<file path="src/rtl/rv_pkg.sv">
// Shared RV32 constants and fetch-queue entry layout.
package rv_pkg;

   localparam int XLEN = 32;

   localparam logic [XLEN-1:0] NOP_INST    = 32'h0000_0013;
   localparam logic [XLEN-1:0] EBREAK_INST = 32'h0010_0073;

   typedef enum logic {
      ST_FETCH = 1'b0,
      ST_HALT  = 1'b1
   } fetch_state_t;

   typedef struct packed {
      logic [XLEN-1:0] inst;
      logic [XLEN-1:0] pc;
      logic [XLEN-1:0] pc4;
   } fetch_entry_t;

   localparam int ENTRY_W = $bits(fetch_entry_t);

endpackage

</file>
<file path="src/rtl/fetch_fifo.sv">
// Synchronous FIFO holding fetched {inst, pc, pc+4} entries; flush resets the pointers.
module fetch_fifo
   import rv_pkg::*;
#(
   parameter int DEPTH = 4,
   parameter int WIDTH = ENTRY_W
) (
   input  logic                     clk,
   input  logic                     rst,
   input  logic                     push,
   input  logic                     pop,
   input  logic                     flush,
   input  logic [WIDTH-1:0]         din,
   output logic [WIDTH-1:0]         dout,
   output logic                     full,
   output logic                     empty,
   output logic [$clog2(DEPTH):0]   count
);

   localparam int AW = $clog2(DEPTH);

   logic [WIDTH-1:0] mem_q [DEPTH];
   logic [WIDTH-1:0] mem_d [DEPTH];
   logic [AW-1:0]    wr_ptr_q, wr_ptr_d;
   logic [AW-1:0]    rd_ptr_q, rd_ptr_d;
   logic [AW:0]      count_q, count_d;
   logic             do_push, do_pop;

   assign empty   = (count_q == '0);
   assign full    = (count_q == (AW+1)'(DEPTH));
   assign do_pop  = pop && !empty;
   // a full queue still accepts a write when the head leaves in the same cycle
   assign do_push = push && (!full || do_pop);
   assign dout    = mem_q[rd_ptr_q];
   assign count   = count_q;

   always_comb begin
      mem_d    = mem_q;
      wr_ptr_d = wr_ptr_q;
      rd_ptr_d = rd_ptr_q;
      count_d  = count_q;
      if (flush) begin
         wr_ptr_d = '0;
         rd_ptr_d = '0;
         count_d  = '0;
      end else begin
         if (do_push) begin
            mem_d[wr_ptr_q] = din;
            wr_ptr_d        = wr_ptr_q + 1'b1;
         end
         if (do_pop) rd_ptr_d = rd_ptr_q + 1'b1;
         count_d = count_q + (AW+1)'(do_push) - (AW+1)'(do_pop);
      end
   end

   always_ff @(posedge clk or negedge rst) begin
      if (!rst) begin
         for (int i = 0; i < DEPTH; i++) mem_q[i] <= '0;
         wr_ptr_q <= '0;
         rd_ptr_q <= '0;
         count_q  <= '0;
      end else begin
         mem_q    <= mem_d;
         wr_ptr_q <= wr_ptr_d;
         rd_ptr_q <= rd_ptr_d;
         count_q  <= count_d;
      end
   end

endmodule

</file>
<file path="src/rtl/fetch_buffer.sv">
// Instruction prefetch queue between the shared memory port and IF/ID.
//   state    | meaning
//   ST_FETCH | issuing fetches while queue + in-flight slot has room
//   ST_HALT  | EBREAK enqueued; no fetches, queue drains, left by redirect
module fetch_buffer
   import rv_pkg::*;
#(
   parameter int          DEPTH    = 4,
   parameter logic [31:0] RESET_PC = 32'h0000_0000
) (
   input  logic        clk,
   input  logic        rst,
   output logic        fetch_req,
   output logic [31:0] fetch_addr,
   input  logic        fetch_gnt,
   input  logic        mem_rvalid,
   input  logic [31:0] mem_rdata,
   input  logic        redirect,
   input  logic [31:0] redirect_pc,
   output logic        inst_valid,
   input  logic        inst_ready,
   output logic [31:0] inst,
   output logic [31:0] inst_pc,
   output logic [31:0] inst_pc4,
   output logic        halted
);

   localparam int AW = $clog2(DEPTH);

   fetch_state_t  state_q, state_d;
   logic [31:0]   pc_q, pc_d;
   logic [31:0]   fpc_q, fpc_d;
   logic          inflight_q, inflight_d;
   logic          drop_q, drop_d;
   logic          req_q, req_d;
   logic          grant, push, pop;
   logic          fifo_full, fifo_empty;
   logic [AW:0]   count, count_nxt;
   logic [AW+1:0] occ_nxt;
   logic [ENTRY_W-1:0] fifo_dout;
   fetch_entry_t  head, new_entry;
   logic          unused_bits;

   assign unused_bits = ^{redirect_pc[1:0], fifo_full};

   // request is registered so it is low out of reset; redirect still kills it combinationally
   assign fetch_req  = req_q && !redirect;
   assign fetch_addr = pc_q;
   assign halted     = (state_q == ST_HALT);
   assign grant      = fetch_req && fetch_gnt;
   assign push       = mem_rvalid && !drop_q && !redirect && (state_q == ST_FETCH);
   assign pop        = !fifo_empty && inst_ready;

   assign new_entry.inst = mem_rdata;
   assign new_entry.pc   = fpc_q;
   assign new_entry.pc4  = fpc_q + 32'd4;

   assign head       = fetch_entry_t'(fifo_dout);
   assign inst_valid = !fifo_empty;
   assign inst       = fifo_empty ? NOP_INST : head.inst;
   assign inst_pc    = fifo_empty ? 32'h0 : head.pc;
   assign inst_pc4   = fifo_empty ? 32'h0 : head.pc4;

   fetch_fifo #(
      .DEPTH (DEPTH),
      .WIDTH (ENTRY_W)
   ) u_fifo (
      .clk   (clk),
      .rst   (rst),
      .push  (push),
      .pop   (pop),
      .flush (redirect),
      .din   (new_entry),
      .dout  (fifo_dout),
      .full  (fifo_full),
      .empty (fifo_empty),
      .count (count)
   );

   always_comb begin
      state_d    = state_q;
      pc_d       = pc_q;
      fpc_d      = fpc_q;
      inflight_d = inflight_q;
      drop_d     = drop_q;
      if (mem_rvalid) begin
         inflight_d = 1'b0;
         drop_d     = 1'b0;
      end
      if (grant) begin
         pc_d       = pc_q + 32'd4;
         fpc_d      = pc_q;
         inflight_d = 1'b1;
      end
      if (push && (mem_rdata == EBREAK_INST)) state_d = ST_HALT;
      if (redirect) begin
         pc_d    = {redirect_pc[31:2], 2'b00};
         state_d = ST_FETCH;
         // a response landing in this cycle is already discarded; only later ones need dropping
         drop_d  = (inflight_q && !mem_rvalid) || grant;
      end
      count_nxt = redirect ? '0 : (count + (AW+1)'(push) - (AW+1)'(pop));
      occ_nxt   = {1'b0, count_nxt} + (AW+2)'(inflight_d);
      req_d     = (state_d == ST_FETCH) && (occ_nxt < (AW+2)'(DEPTH));
   end

   always_ff @(posedge clk or negedge rst) begin
      if (!rst) begin
         state_q    <= ST_FETCH;
         pc_q       <= RESET_PC;
         fpc_q      <= RESET_PC;
         inflight_q <= 1'b0;
         drop_q     <= 1'b0;
         req_q      <= 1'b0;
      end else begin
         state_q    <= state_d;
         pc_q       <= pc_d;
         fpc_q      <= fpc_d;
         inflight_q <= inflight_d;
         drop_q     <= drop_d;
         req_q      <= req_d;
      end
   end

endmodule

</file>
<file path="config.mk">
export PLATFORM = sky130hd
export DESIGN_NAME = fetch_buffer
export DESIGN_NICKNAME = d
export VERILOG_FILES = /design/src/rtl/rv_pkg.sv /design/src/rtl/fetch_fifo.sv /design/src/rtl/fetch_buffer.sv
export SDC_FILE = /design/constraint.sdc
export NUM_CORES = 1
export LEC_CHECK = 0
export BUFFER_PORTS_ARGS = -buffer_cell sky130_fd_sc_hd__clkbuf_2
export CAP_MARGIN = 0
export CORE_AREA = 2 2 310 159
export DETAILED_ROUTE_END_ITERATION = 10
export DIE_AREA = 0 0 312 161
export SLEW_MARGIN = 0
export SYNTH_ARGS = -nofsm -noshare
export SYNTH_HDL_FRONTEND = slang
export SYNTH_SLANG_ARGS = --single-unit
</file>
<file path="constraint.sdc">
create_clock -name clk -period 3 [get_ports clk]
set_clock_uncertainty 0.1 [all_clocks]
set_input_delay 0.3 -clock clk [delete_from_list [all_inputs] [get_ports clk]]
set_output_delay 0.3 -clock clk [all_outputs]
set_load 0.005 [all_outputs]
</file>
# Yosys cells after proc, flatten, opt, wreduce, memory -nomap -nowiden
# Cells that the tools add are included.
[op_classes]
n_addsub = 9
n_lt_le_gt_ge = 4
n_eq_ne = 2
mux = 23
n_bitwise = 5
reduce_logical = 25
[op_table]
columns = ["op", "count"]
rows = [
  ["$bwmux 384", 1],
  ["$mux 96", 3],
  ["$bmux 96 s2", 1],
  ["$demux 96 s2", 1],
  ["$mux 32", 5],
  ["$add 32x3->32 const B", 2],
  ["$eq 32x21->1 const B", 1],
  ["$logic_and 1x1->1", 12],
  ["$mux 2", 4],
  ["$reduce_bool 2->1", 4],
  ["$add 3x1->3", 2],
  ["$ge 3x3->1 const B", 2],
  ["$mux 1", 6],
  ["$mux 3", 2],
  ["$not 2->3", 2],
  ["$sub 3x1->3", 2],
  ["$logic_not 1->1", 5],
  ["$add 2x1->2 const B", 2],
  ["$add 3x1->4", 1],
  ["$lt 4x3->1 const B", 1],
  ["$eq 3x3->1 const B", 1],
  ["$logic_not 3->1", 1],
  ["$lt 3x1->1 const B", 1],
  ["$not 1->1", 3],
  ["other kinds (2)", 3],
]
[word_totals]
regBits = 459
inputBits = 70
out_inout_bits = 131
word_cells = 81

# Logic depth before layout (Yosys ltp)
# Gate-level depths: netlist of run 1.
[logic_depth]
word_depth = 10
ltp_mapped = 11
depth_no_buf = 10

# Hierarchy
# Synthesis of run 1 repeated with hierarchy kept, for this count alone.
[unflattened]
hier_cells = 1478
hier_area_um2 = 21893.5
[modules_own_cells]
columns = ["mod", "instances", "cells_each", "area_each_um2", "seq_area_each_um2"]
rows = [
  ["fetch_fifo", 1, 977, 17459.2, 9784.4],
  ["fetch_buffer", 1, 501, 4434.3, 1601.5],
]

# Least setup slack after synthesis of run 1
# Ideal clock, no wire load.
[synth_timing]
path_kind = "register -> register"
from = "reg u_fifo.count_q[1] (netlist: u_fifo.count[1])"
to = "reg req_q"
arrival_time_ps = 2521
path_slack_ps = 302
path_stages_with_launch = 12
synth_period_minus_slack_ps = 2698
path_cell_list = "dfrtp_1 nor3_1 inv_1 clkbuf_1 and2_1 ha_1 inv_1 ha_1 fa_1 xnor2_1 a311o_1 o21ai_1"
[synth_between]
elab_chain_cells = 8
elab_cells_between_ends = 9
classes_between = "add/sub: 3; order compare: 1; mux: 1; reduce/logical: 4"
[synth_rtl]
columns = ["item", "line", "source"]
rows = [
  ["start: declaration", "fetch_fifo.sv:26", "logic [AW:0] count_q, count_d;"],
  ["start signal: assignment", "fetch_fifo.sv:66", "count_q <= count_d;"],
  ["parallel branches: the longest is 3 deep, another holds $add 3x1->3", "-", ""],
  ["$sub 3x1->3 *", "fetch_buffer.sv:102", "count_nxt = redirect ? '0 : (count + (AW+1)'(push) - (AW+1)'(pop));"],
  ["$mux 3 *", "fetch_buffer.sv:102", ""],
  ["$add 3x1->4 *", "fetch_buffer.sv:103", "occ_nxt = {1'b0, count_nxt} + (AW+2)'(inflight_d);"],
  ["$lt 4x3->1 *", "fetch_buffer.sv:104", "req_d = (state_d == ST_FETCH) && (occ_nxt < (AW+2)'(DEPTH));"],
  ["$logic_and 1x1->1 *", "fetch_buffer.sv:104", ""],
  ["named net req_d", "fetch_buffer.sv:35", "logic req_q, req_d;"],
  ["end signal: assignment", "fetch_buffer.sv:121", "req_q <= req_d;"],
  ["end: declaration", "fetch_buffer.sv:35", ""],
]
# Mark *: on every way through the listed nets, which the timed path passes.
# A chain may end at the register's enable or synchronous reset.

# Worst setup path in the final report of run 1
[layout_timing]
from = "reg u_fifo.rd_ptr_q[0]"
to = "out inst_pc4[20]"
[layout_between]
elab_chain_cells = 5
[layout_rtl]
columns = ["item", "line", "source"]
rows = [
  ["start: declaration", "fetch_fifo.sv:25", "logic [AW-1:0] rd_ptr_q, rd_ptr_d;"],
  ["start signal: assignment", "fetch_fifo.sv:65", "rd_ptr_q <= rd_ptr_d;"],
  ["$not 2->3 (implied by the code)", "fetch_fifo.sv:34", "assign dout = mem_q[rd_ptr_q];"],
  ["$bmux 96 s2", "fetch_fifo.sv:34", ""],
  ["$mux 96 (implied by the code) (2 in a row)", "fetch_fifo.sv:34", ""],
  ["$mux 32", "fetch_buffer.sv:62", "assign inst_pc4 = fifo_empty ? 32'h0 : head.pc4;"],
  ["end: declaration", "fetch_buffer.sv:24", "output logic [31:0] inst_pc4,"],
]
# Every way passes these cells. The select of a mux whose other input is x is not followed.

==> results of run 1 <==
[synth_stat cells (4+ instances only)]
library cell / count / area share
dfrtp_1: 439 / 0.52
ha_1: 9 / 0.0053
nand4_1: 31 / 0.0092
nor3_1: 8 / 0.0019
and4_1: 14 / 0.0058
o211ai_1: 31 / 0.011
mux2_2: 22 / 0.012
xor2_1: 12 / 0.0050
or3_1: 7 / 0.0021
buf_2: 39 / 0.0093
and2_1: 98 / 0.029
nand3_1: 59 / 0.014
nor2_1: 53 / 0.0094
clkbuf_1: 111 / 0.020
buf_4: 6 / 0.0021
o21ai_0: 27 / 0.0064
xnor2_1: 20 / 0.0083
and3_1: 7 / 0.0021
inv_1: 17 / 0.0030
mux2_1: 4 / 0.0021
buf_1: 11 / 0.0020
or4_1: 35 / 0.012
nor4_1: 13 / 0.0039
a31oi_1: 38 / 0.011
nand2_1: 852 / 0.15
nor4b_1: 4 / 0.0017
o21ai_1: 76 / 0.018
o31ai_1: 4 / 0.0014
mux4_2: 92 / 0.098
[routing by layer]
metal | track usage | wire length (um)
met1 | 0.397 | 30000
met5 | 0 | 0
met2 | 0.385 | 28700
met3 | 0.0593 | 5700
met4 | 0.0704 | 1530
[state kept, by name, summed over array words and instances, names as in the netlist]
name	cells
u_fifo.count	3
u_fifo.mem_q	368
req_q	1
halted	1
fpc_q	30
inflight_q	1
fetch_addr	30
u_fifo.wr_ptr_q	2
u_fifo.rd_ptr_q	2
drop_q	1
[power by group through the flow]
stage	clock network [mW]	registers, mW	logic (mW)
detailed placement	0	9.17	7.58
global route	5.88	9.34	8.39
global placement	0	9.08	7.40
finish	5.56	9.15	7.58
floorplan	0	8.57	5.00
CTS	5.66	9.09	7.66
[logic make-up (layout without fill, tap and decap cells)]
family | count (synthesis) | count (layout) | share of synthesized area
and+or+nand+nor | 1199 | 1199 | 0.251
DFF | 439 | 439 | 0.521
AOI/OAI and AO/OA | 197 | 197 | 0.0570
buffers and inverters | 187 | 417 | 0.0374
muxes | 121 | 121 | 0.113
xor gates and xnor gates | 32 | 32 | 0.0133
adders and majority gates | 11 | 11 | 0.00723
other | 1 | 9 | 0.000178
[timing repair]
item                                   CTS  global route
hold buffers                            62             0
resized for setup                        0             0
setup buffers                            0             0
endpoints found under the hold margin  222             0
[final cells by class]
| class | instances | area (um^2) | share of cell area |
|---|---|---|---|
| timing repair buffer | 328 | 2400 | 0.0956 |
| multi-input combinational | 1566 | 9400 | 0.375 |
| clock buffer | 54 | 1170 | 0.0469 |
| antenna | 3 | 7.51 | 0.000299 |
| clock inverter | 17 | 221 | 0.00883 |
| inverter | 18 | 67.6 | 0.00269 |
| tap | 649 | 812 | 0.0324 |
| sequential | 439 | 11000 | 0.438 |
[worst max-delay path, cell delays in order (launching register included)]
cell	delay, ns
dfrtp_4	0.44
buf_12	0.38
mux4_2	0.63
and2_1	0.20
clkbuf_2	0.11
[worst max path at each step]
stage / startpoint / to / slack, ns / cells past startpoint
final: u_fifo.rd_ptr_q[0] / inst_pc4[20] / 0.23 / 4
after global routing: u_fifo.rd_ptr_q[0] / inst_pc4[20] / 0.13 / 4
after CTS: u_fifo.rd_ptr_q[0] / inst_pc4[24] / 0.18 / 4
after detailed placement: u_fifo.count[1] / req_q / 0.36 / 10
after global placement: u_fifo.count[1] / req_q / 0.40 / 10
after floorplan: u_fifo.count[1] / req_q / 0.30 / 11
==> key figures, run 1 <==
Die
  • Core area: ~48000 um^2
  • Initial core utilization: 0.443
  • # IOs: 201
  • Die area: 50200 um^2
  • # rows: 57
  • Die H: about 160 um
  • Die X: 312 um

Layout
  • Commonest non-fill, non-tap cell in the layout: nand2_1
  • P&R area growth vs syn: 18.8%
  • Cell area after layout: around 25000 um^2
  • Fillers: approximately 4300
  • Fraction of layout cells with a size suffix above 1: 0.193
  • Cell Count, Final, Fillers Out: 3074
  • Layout Nets: 2475
  • Final core utilization: 0.526
  • Commonest non-fill, non-tap cells in the layout: nand2_1, dfrtp_1, clkbuf_2, and2_1, mux4_2

Setup path
  • Critical Path End Type: primary output
  • FF-to-FF path depth: 4
  • Critical Path RT: 2.60 ns
  • CP Class: reg -> out
  • Crit Path Max Fanout: between 50 and 60
  • Worst R2R Start: fpc_q[3]
  • Worst flop-to-flop path endpoint: u_fifo.mem_q[31]
  • Nature of the critical path startpoint: register
  • Arrival time at the worst endpoint: 2.37 ns
  • Flop2flop setup slack: approximately 0.33 ns

Route
  • Vias per inst: ~5.7
  • Routed WL: between 60 and 70 mm
  • Remaining antenna violation count after routing: 0
  • Drt drc: 0
  • Vias: 17400
  • Iteration count of the initial detailed-routing pass: 7
  • Wirelength per Cell: ~21 um
  • Initial DRC Count: 1725

Synth
  • Mapped Area: ~21000 um^2
  • Most used DFF post-synth: dfrtp_1
  • Seq/Total Area, Yosys: 0.521
  • Syn_area_per_cell: a little under 10 um^2
  • Async S/R FF share, synth: 1.00
  • Distinct cells, synth: 58
  • Synth Instances: between 2000 and 2500
  • Seq cells post-synth: 439
  • Post-synth EDFFs: 0
  • Yosys warnings: 0

Global route
  • Vias in the first global route: around 17000
  • Largest net degree at the start of global routing: between 90 and 100
  • Initial antenna violation count: 3
  • First-pass GRT wire length: ~100 mm
  • Tot GR Track Use: 0.263
  • Total grt overflow: 0

Power
  • Logic gate share of total power: 0.340
  • PwrDens: roughly 890 nW/um^2
  • Cell Int Power: around 15 mW
  • Switch share: 0.348
  • Flop pwr share: 0.410
  • Lkg Pwr: about 12 nW
  • Max rail drop VDD: between 0.4 and 0.5 mV
  • Clk pwr share: 0.249
  • Switching pwr: between 7 and 8 mW
  • Power Total: roughly 22 mW

STA
  • Final setup fails: 0
  • Hold_ws: around 0.027 ns
  • Worst slew pin tran: roughly 0.9 ns
  • Fmax: approximately 0.36 GHz
  • Max Slew Vio Count: 0
  • Fin crit share: 0.923
  • Slew headroom: 0.389
  • Unrepaired setup endpoints after global routing: no
  • Setup_tns: 0 ns
  • Final Hold Fails: 0
  • Final Critical Period: roughly 2.8 ns
  • Final worst slack: 0.231 ns

Worst hold path
  • Min-Delay Endpoint: u_fifo.rd_ptr_q[1]
  • Hold depth: 4
  • Hold wc startpoint: inst_ready
  • HP Class: in -> reg

Placed design
  • Placed cells: between 2000 and 3000
  • Placed cell area: approximately 23000 um^2
  • Pre-CTS setup slack: 0.363 ns
  • IO Port Bufs: 192
  • DPL Wire Length: between 40 and 50 mm
  • Routability Congestion: around 0.90

Clock tree
  • Later-pin clock latency in the skew report: roughly 0.57 ns
  • Worst-path clk slew: approximately 0.070 ns
  • Root buf cell: clkbuf_16
  • Num CTS Buffers: 41
  • Htree depth: 2
  • CTS tree: yes
  • Clock Tree Buf Depth: 3
  • Clock Sink Count: approximately 440

Outcome
  • Status: completed

Run
  • Max Cap Viol: 0
(Power assumes the default switching activity.)
==> inputs of run 2 (changes only) <==
Settings changed: CORE_AREA 2 2 310 159 to 2 2 303 155, DIE_AREA 0 0 312 161 to 0 0 305 157, PLACE_DENSITY set to 0.65.
Clock period 3 ns to 3.58 ns, I/O delays scaled along.
==> key figures, run 2 (synthesis gave the netlist of run 1 again) <==
Outcome
  • Status: completed

Setup path
  • Critical Path End Type: primary output
  • Worst R2R Start: fpc_q[4]
  • Critical Path RT: approximately 3.1 ns
  • FF-to-FF path depth: 4
  • CP Class: reg -> out
  • Worst path max stage delay: approximately 0.72 ns
  • Critical Path Start: u_fifo.rd_ptr_q[0]
  • Worst path depth: 4
  • CP Cell Sequence: buf_4 > mux4_2 > and2_1 > clkbuf_2
  • Flop2flop setup slack: 0.79 ns
  • Buf/Inv on CP: 2
  • CP delay by family, top: flip-flops
  • Arrival time at the worst endpoint: 2.60 ns
  • Crit Path Max Fanout: 20
  • Nature of the critical path startpoint: register
  • Worst flop-to-flop path endpoint: u_fifo.mem_q[127]
  • CP max stage cell: dfrtp_4
  • Crit path to: inst_pc[21]

Global route
  • Initial antenna violation count: 1
  • Vias in the first global route: ~16000
  • Largest net degree at the start of global routing: approximately 110
  • First-pass GRT wire length: around 90 mm
  • Tot GR Track Use: 0.243
  • Total grt overflow: 0

Route
  • Drt drc: 0
  • Routed WL: ~58 mm
  • Met3 wire len: 3.40 mm
  • Vias: 16800
  • Vias per inst: between 5 and 6
  • Met2 routed WL: 27.7 mm
  • Iteration count of the initial detailed-routing pass: 6
  • Met1 Wirelength: roughly 25 mm
  • Remaining antenna violation count after routing: 0
  • Wirelength per Cell: roughly 19 um
  • Initial DRC Count: about 1600
  • Uppermost layer routed: met4

Power
  • Max rail drop VDD: slightly above 0.5 mV
  • PwrDens: 731 nW/um^2
  • Lkg Pwr: 11.7 nW

Die
  • Initial core utilization: 0.470
  • Die X: approximately 310 um
  • Die area: around 48000 um^2
  • # rows: 55
  • Core area: about 45000 um^2
  • # IOs: around 200
  • Die H: ~160 um

Layout
  • Fraction of layout cells with a size suffix above 1: 0.180
  • Final core utilization: 0.549
  • Fillers: ~4000
  • Layout Nets: 2448
  • Max reg flops: approximately 370
  • Largest Register: u_fifo.mem_q
  • Commonest non-fill, non-tap cell in the layout: nand2_1
  • Cell area after layout: 24700 um^2
  • P&R area growth vs syn: 16.8%
  • Commonest non-fill, non-tap cells in the layout: nand2_1, dfrtp_1, clkbuf_2, and2_1, mux4_2

Run
  • Max Cap Viol: 0

Clock tree
  • Htree depth: 2
  • Root buf cell: clkbuf_16
  • Resize count post-CTS: 0
  • Worst-path clk slew: 0.07 ns
  • CTS tree: yes
  • Clock Tree Buf Depth: 3
  • Num CTS Buffers: 42
  • Clock Sink Count: approximately 440
  • Later-pin clock latency in the skew report: around 0.55 ns
  • Post-CTS Setup Bufs: 0

STA
  • Final setup fails: 0
  • Max Slew Vio Count: 0
  • Unrepaired setup endpoints after global routing: no
  • Worst slew pin tran: between 0.9 and 1 ns
  • Final Hold Fails: 0
  • Fmax: between 0.3 and 0.4 GHz
  • Fin crit share: 0.854
  • Setup_tns: 0 ns
  • Final Critical Period: roughly 3.1 ns
  • Slew headroom: 0.346

Placed design
  • Placed cell area: ~23000 um^2
  • IO Port Bufs: roughly 190
  • Routability Congestion: 0.844
  • DPL Wire Length: 36.3 mm

Worst hold path
  • HP Class: in -> reg
run 2: cell count changes in the layout (fill, tap and decap cells not counted), sizes merged:
cell,previous run,this run
buf,75,47
bufinv,5,1
clkbuf,245,255
clkinv,9,5
clkinvlp,0,2
diode,3,1
inv,21,20
run 2: metrics by stage:
| stage | total power [mW] | setup WS, ns | hold slack [ns] | instances |
|---|---|---|---|---|
| 2_1_floorplan | 11.4 | 0.882 | -0.0376 | 2192 |
| 3_3_place_gp | 13.6 | 0.839 | 0.352 | 2859 |
| 3_5_place_dp | 13.8 | 0.800 | 0.357 | 2859 |
| 4_1_cts | 18.2 | 0.467 | 0.0298 | 2995 |
| 5_1_grt | 19.2 | 0.404 | 0.0238 | 2995 |
| 6_report | 18.0 | 0.522 | 0.0398 | 2996 |
run 2: area by class of cell:
type,instances,area (um^2),area share
Antenna cell,1,2.50,0.000101
Clock buffer,64,1210,0.0493
Clock inverter,10,95.1,0.00386
Inverter,18,67.6,0.00274
Multi-Input combinational cell,1566,9410,0.382
Sequential cell,439,11000,0.446
Tap cell,598,748,0.0303
Timing Repair Buffer,300,2120,0.0862
run 2: timing repair:
action	CTS	global route
endpoints found under the setup margin	0	0
endpoints found under the hold margin	251	0
hold buffers	62	0
run 2: power breakdown:
part | switching [mW] | internal (mW) | total [mW]
registers | 1.36 | 6.48 | 7.84
clock network | 1.93 | 2.42 | 4.36
logic | 2.91 | 2.91 | 5.83
total | 6.20 | 11.8 | 18.0
run 2: how the worst min path moves through the flow:
stage	slack, ns	from	endpoint	cells after the start
6_report	0.04	redirect_pc[28]	fetch_addr[28]	3
5_1_grt	0.02	redirect_pc[28]	fetch_addr[28]	3
4_1_cts	0.03	redirect_pc[28]	fetch_addr[28]	3
3_5_place_dp	0.36	u_fifo.mem_q[173]	u_fifo.mem_q[173]	2
3_3_place_gp	0.35	u_fifo.mem_q[154]	u_fifo.mem_q[154]	2
2_1_floorplan	-0.04	rst	drop_q	0
run 2: routing by layer:
metal	up-vias	track usage
met5	-	0
met4	0	0.0691
met3	94	0.0333
met2	584	0.401
met1	8352	0.339
li1	7777	-
run 2: tightest hold or removal path: cells and delay by family:
family                 cells  cell delay (ns)
AO/OA/AOI/OAI              1             0.10
buffers and inverters      1             0.07
AND/OR/NAND/NOR            1             0.12
==> inputs of run 3 (changes only) <==
Settings changed: CORE_AREA 2 2 303 155 to 2 2 215 217, DIE_AREA 0 0 305 157 to 0 0 217 219.
==> key figures, run 3 (synthesis gave the netlist of run 1 again) <==
Placed design
  • Placed cells: about 2900
  • IO Port Bufs: 192
  • Routability Congestion: around 0.86
  • DPL Wire Length: 37.7 mm

Setup path
  • Critical Path Start: u_fifo.rd_ptr_q[0]
  • FF-to-FF path depth: 5
  • Flop2flop setup slack: 0.84 ns
  • CP Class: reg -> out
  • Nature of the critical path startpoint: register
  • Worst R2R Start: u_fifo.count[1]
  • Arrival time at the worst endpoint: around 2.7 ns
  • Crit path to: inst_pc4[25]
  • Critical Path RT: roughly 3.1 ns
  • Crit Path Max Fanout: 24
  • Critical Path End Type: primary output
  • Worst flop-to-flop path endpoint: u_fifo.mem_q[119]

Die
  • Die X: between 200 and 250 um
  • # IOs: approximately 200
  • Initial core utilization: 0.468
  • # rows: between 70 and 80
  • Die area: roughly 48000 um^2
  • Core area: approximately 45000 um^2
  • Die H: about 220 um

STA
  • Final Hold Fails: 0
  • Slew headroom: 0.306
  • Final Critical Period: between 3 and 4 ns
  • Max Slew Vio Count: 0
  • Fin crit share: 0.867
  • Fmax: roughly 0.32 GHz
  • Unrepaired setup endpoints after global routing: no
  • Final setup fails: 0
  • Setup_tns: 0 ns
  • Worst slew pin tran: approximately 1.0 ns

Layout
  • Commonest non-fill, non-tap cell in the layout: nand2_1
  • Seq. cell area: between 10000 and 15000 um^2
  • Fraction of layout cells with a size suffix above 1: 0.184
  • P&R area growth vs syn: 17.9%
  • Final core utilization: 0.552
  • Cell Count, Final, Fillers Out: between 3000 and 4000
  • Multi-input logic area: around 9400 um^2
  • Max reg flops: roughly 370
  • Commonest non-fill, non-tap cells in the layout: nand2_1, dfrtp_1, clkbuf_2, and2_1, mux4_2
  • Fillers: between 4000 and 5000
  • Layout Nets: ~2400
  • Largest Register: u_fifo.mem_q

Power
  • Lkg Pwr: 11.8 nW
  • Max rail drop VDD: about 0.56 mV
  • PwrDens: between 700 and 800 nW/um^2

Global route
  • Largest net degree at the start of global routing: 101
  • Initial antenna violation count: 1
  • Tot GR Track Use: 0.252
  • First-pass GRT wire length: 94.0 mm
  • Total grt overflow: 0
  • Vias in the first global route: about 17000

Clock tree
  • Post-CTS Setup Bufs: 0
  • Clock Sink Count: 439
  • Num CTS Buffers: 48
  • Worst-path clk slew: ~0.06 ns
  • CTS tree: yes
  • Clock Tree Buf Depth: 3
  • Root buf cell: clkbuf_16
  • Later-pin clock latency in the skew report: between 0.5 and 0.6 ns
  • Htree depth: 2

Route
  • Routed WL: between 50 and 60 mm
  • Vias: 17000
  • Vias per inst: roughly 5.6
  • Iteration count of the initial detailed-routing pass: 6
  • Drt drc: 0
  • Wirelength per Cell: slightly below 20 um
  • Initial DRC Count: ~1400
  • Remaining antenna violation count after routing: 0

Run
  • Max Cap Viol: 0

Worst hold path
  • Hold wc startpoint: inst_ready
  • HP Class: in -> reg

Outcome
  • Status: completed
run 3: worst max-delay path, stage by stage, from the launching register on:
cell and delay, ns:
dfrtp_4 0.79, buf_4 0.40, mux4_2 0.59, and2_1 0.18, clkbuf_2 0.11
run 3: layout make-up:
class                           count  area share
Clock inverter                     17     0.00790
Inverter                           18     0.00272
Antenna cell                        3    0.000302
Tap cell                          600      0.0302
Multi-Input combinational cell   1566       0.378
Clock buffer                       69      0.0567
Timing Repair Buffer              294      0.0822
Sequential cell                   439       0.442
run 3: per-stage QoR:
stage	instance area (um^2)	power [mW]	worst slack, ns	hold slack (ns)
finish	24900	18.8	0.476	0.0616
global route	24900	19.9	0.315	0.0807
CTS	24900	18.9	0.396	0.0369
detailed placement	22600	13.8	0.836	0.352
global placement	22600	13.6	0.908	0.340
floorplan	21100	11.4	0.882	-0.0376
run 3: worst min-delay path by stage:
stage	slack, ns	cells past startpoint	endpoint
2_1_floorplan	-0.04	0	drop_q
3_3_place_gp	0.34	1	fetch_addr[12]
3_5_place_dp	0.35	1	fetch_addr[10]
4_1_cts	0.04	4	u_fifo.rd_ptr_q[1]
5_1_grt	0.08	4	u_fifo.rd_ptr_q[1]
6_report	0.06	4	u_fifo.rd_ptr_q[1]
run 3: report_power, final:
part / leakage (nW) / internal (mW) / switching (mW)
combinational: 5.36 / 2.92 / 2.97
sequential: 5.68 / 6.49 / 1.41
clock: 0.795 / 2.96 / 2.05
total: 11.8 / 12.4 / 6.43
run 3: per-layer routing:
layer	routed length [um]	track usage
met3	4280	0.0439
met2	28200	0.409
met4	1170	0.0660
met5	0	0
met1	25500	0.352
run 3: timing repair:
| item | CTS | global route |
|---|---|---|
| hold buffers | 63 | 0 |
| resized for setup | 0 | 0 |
| endpoints found under the hold margin | 253 | 0 |
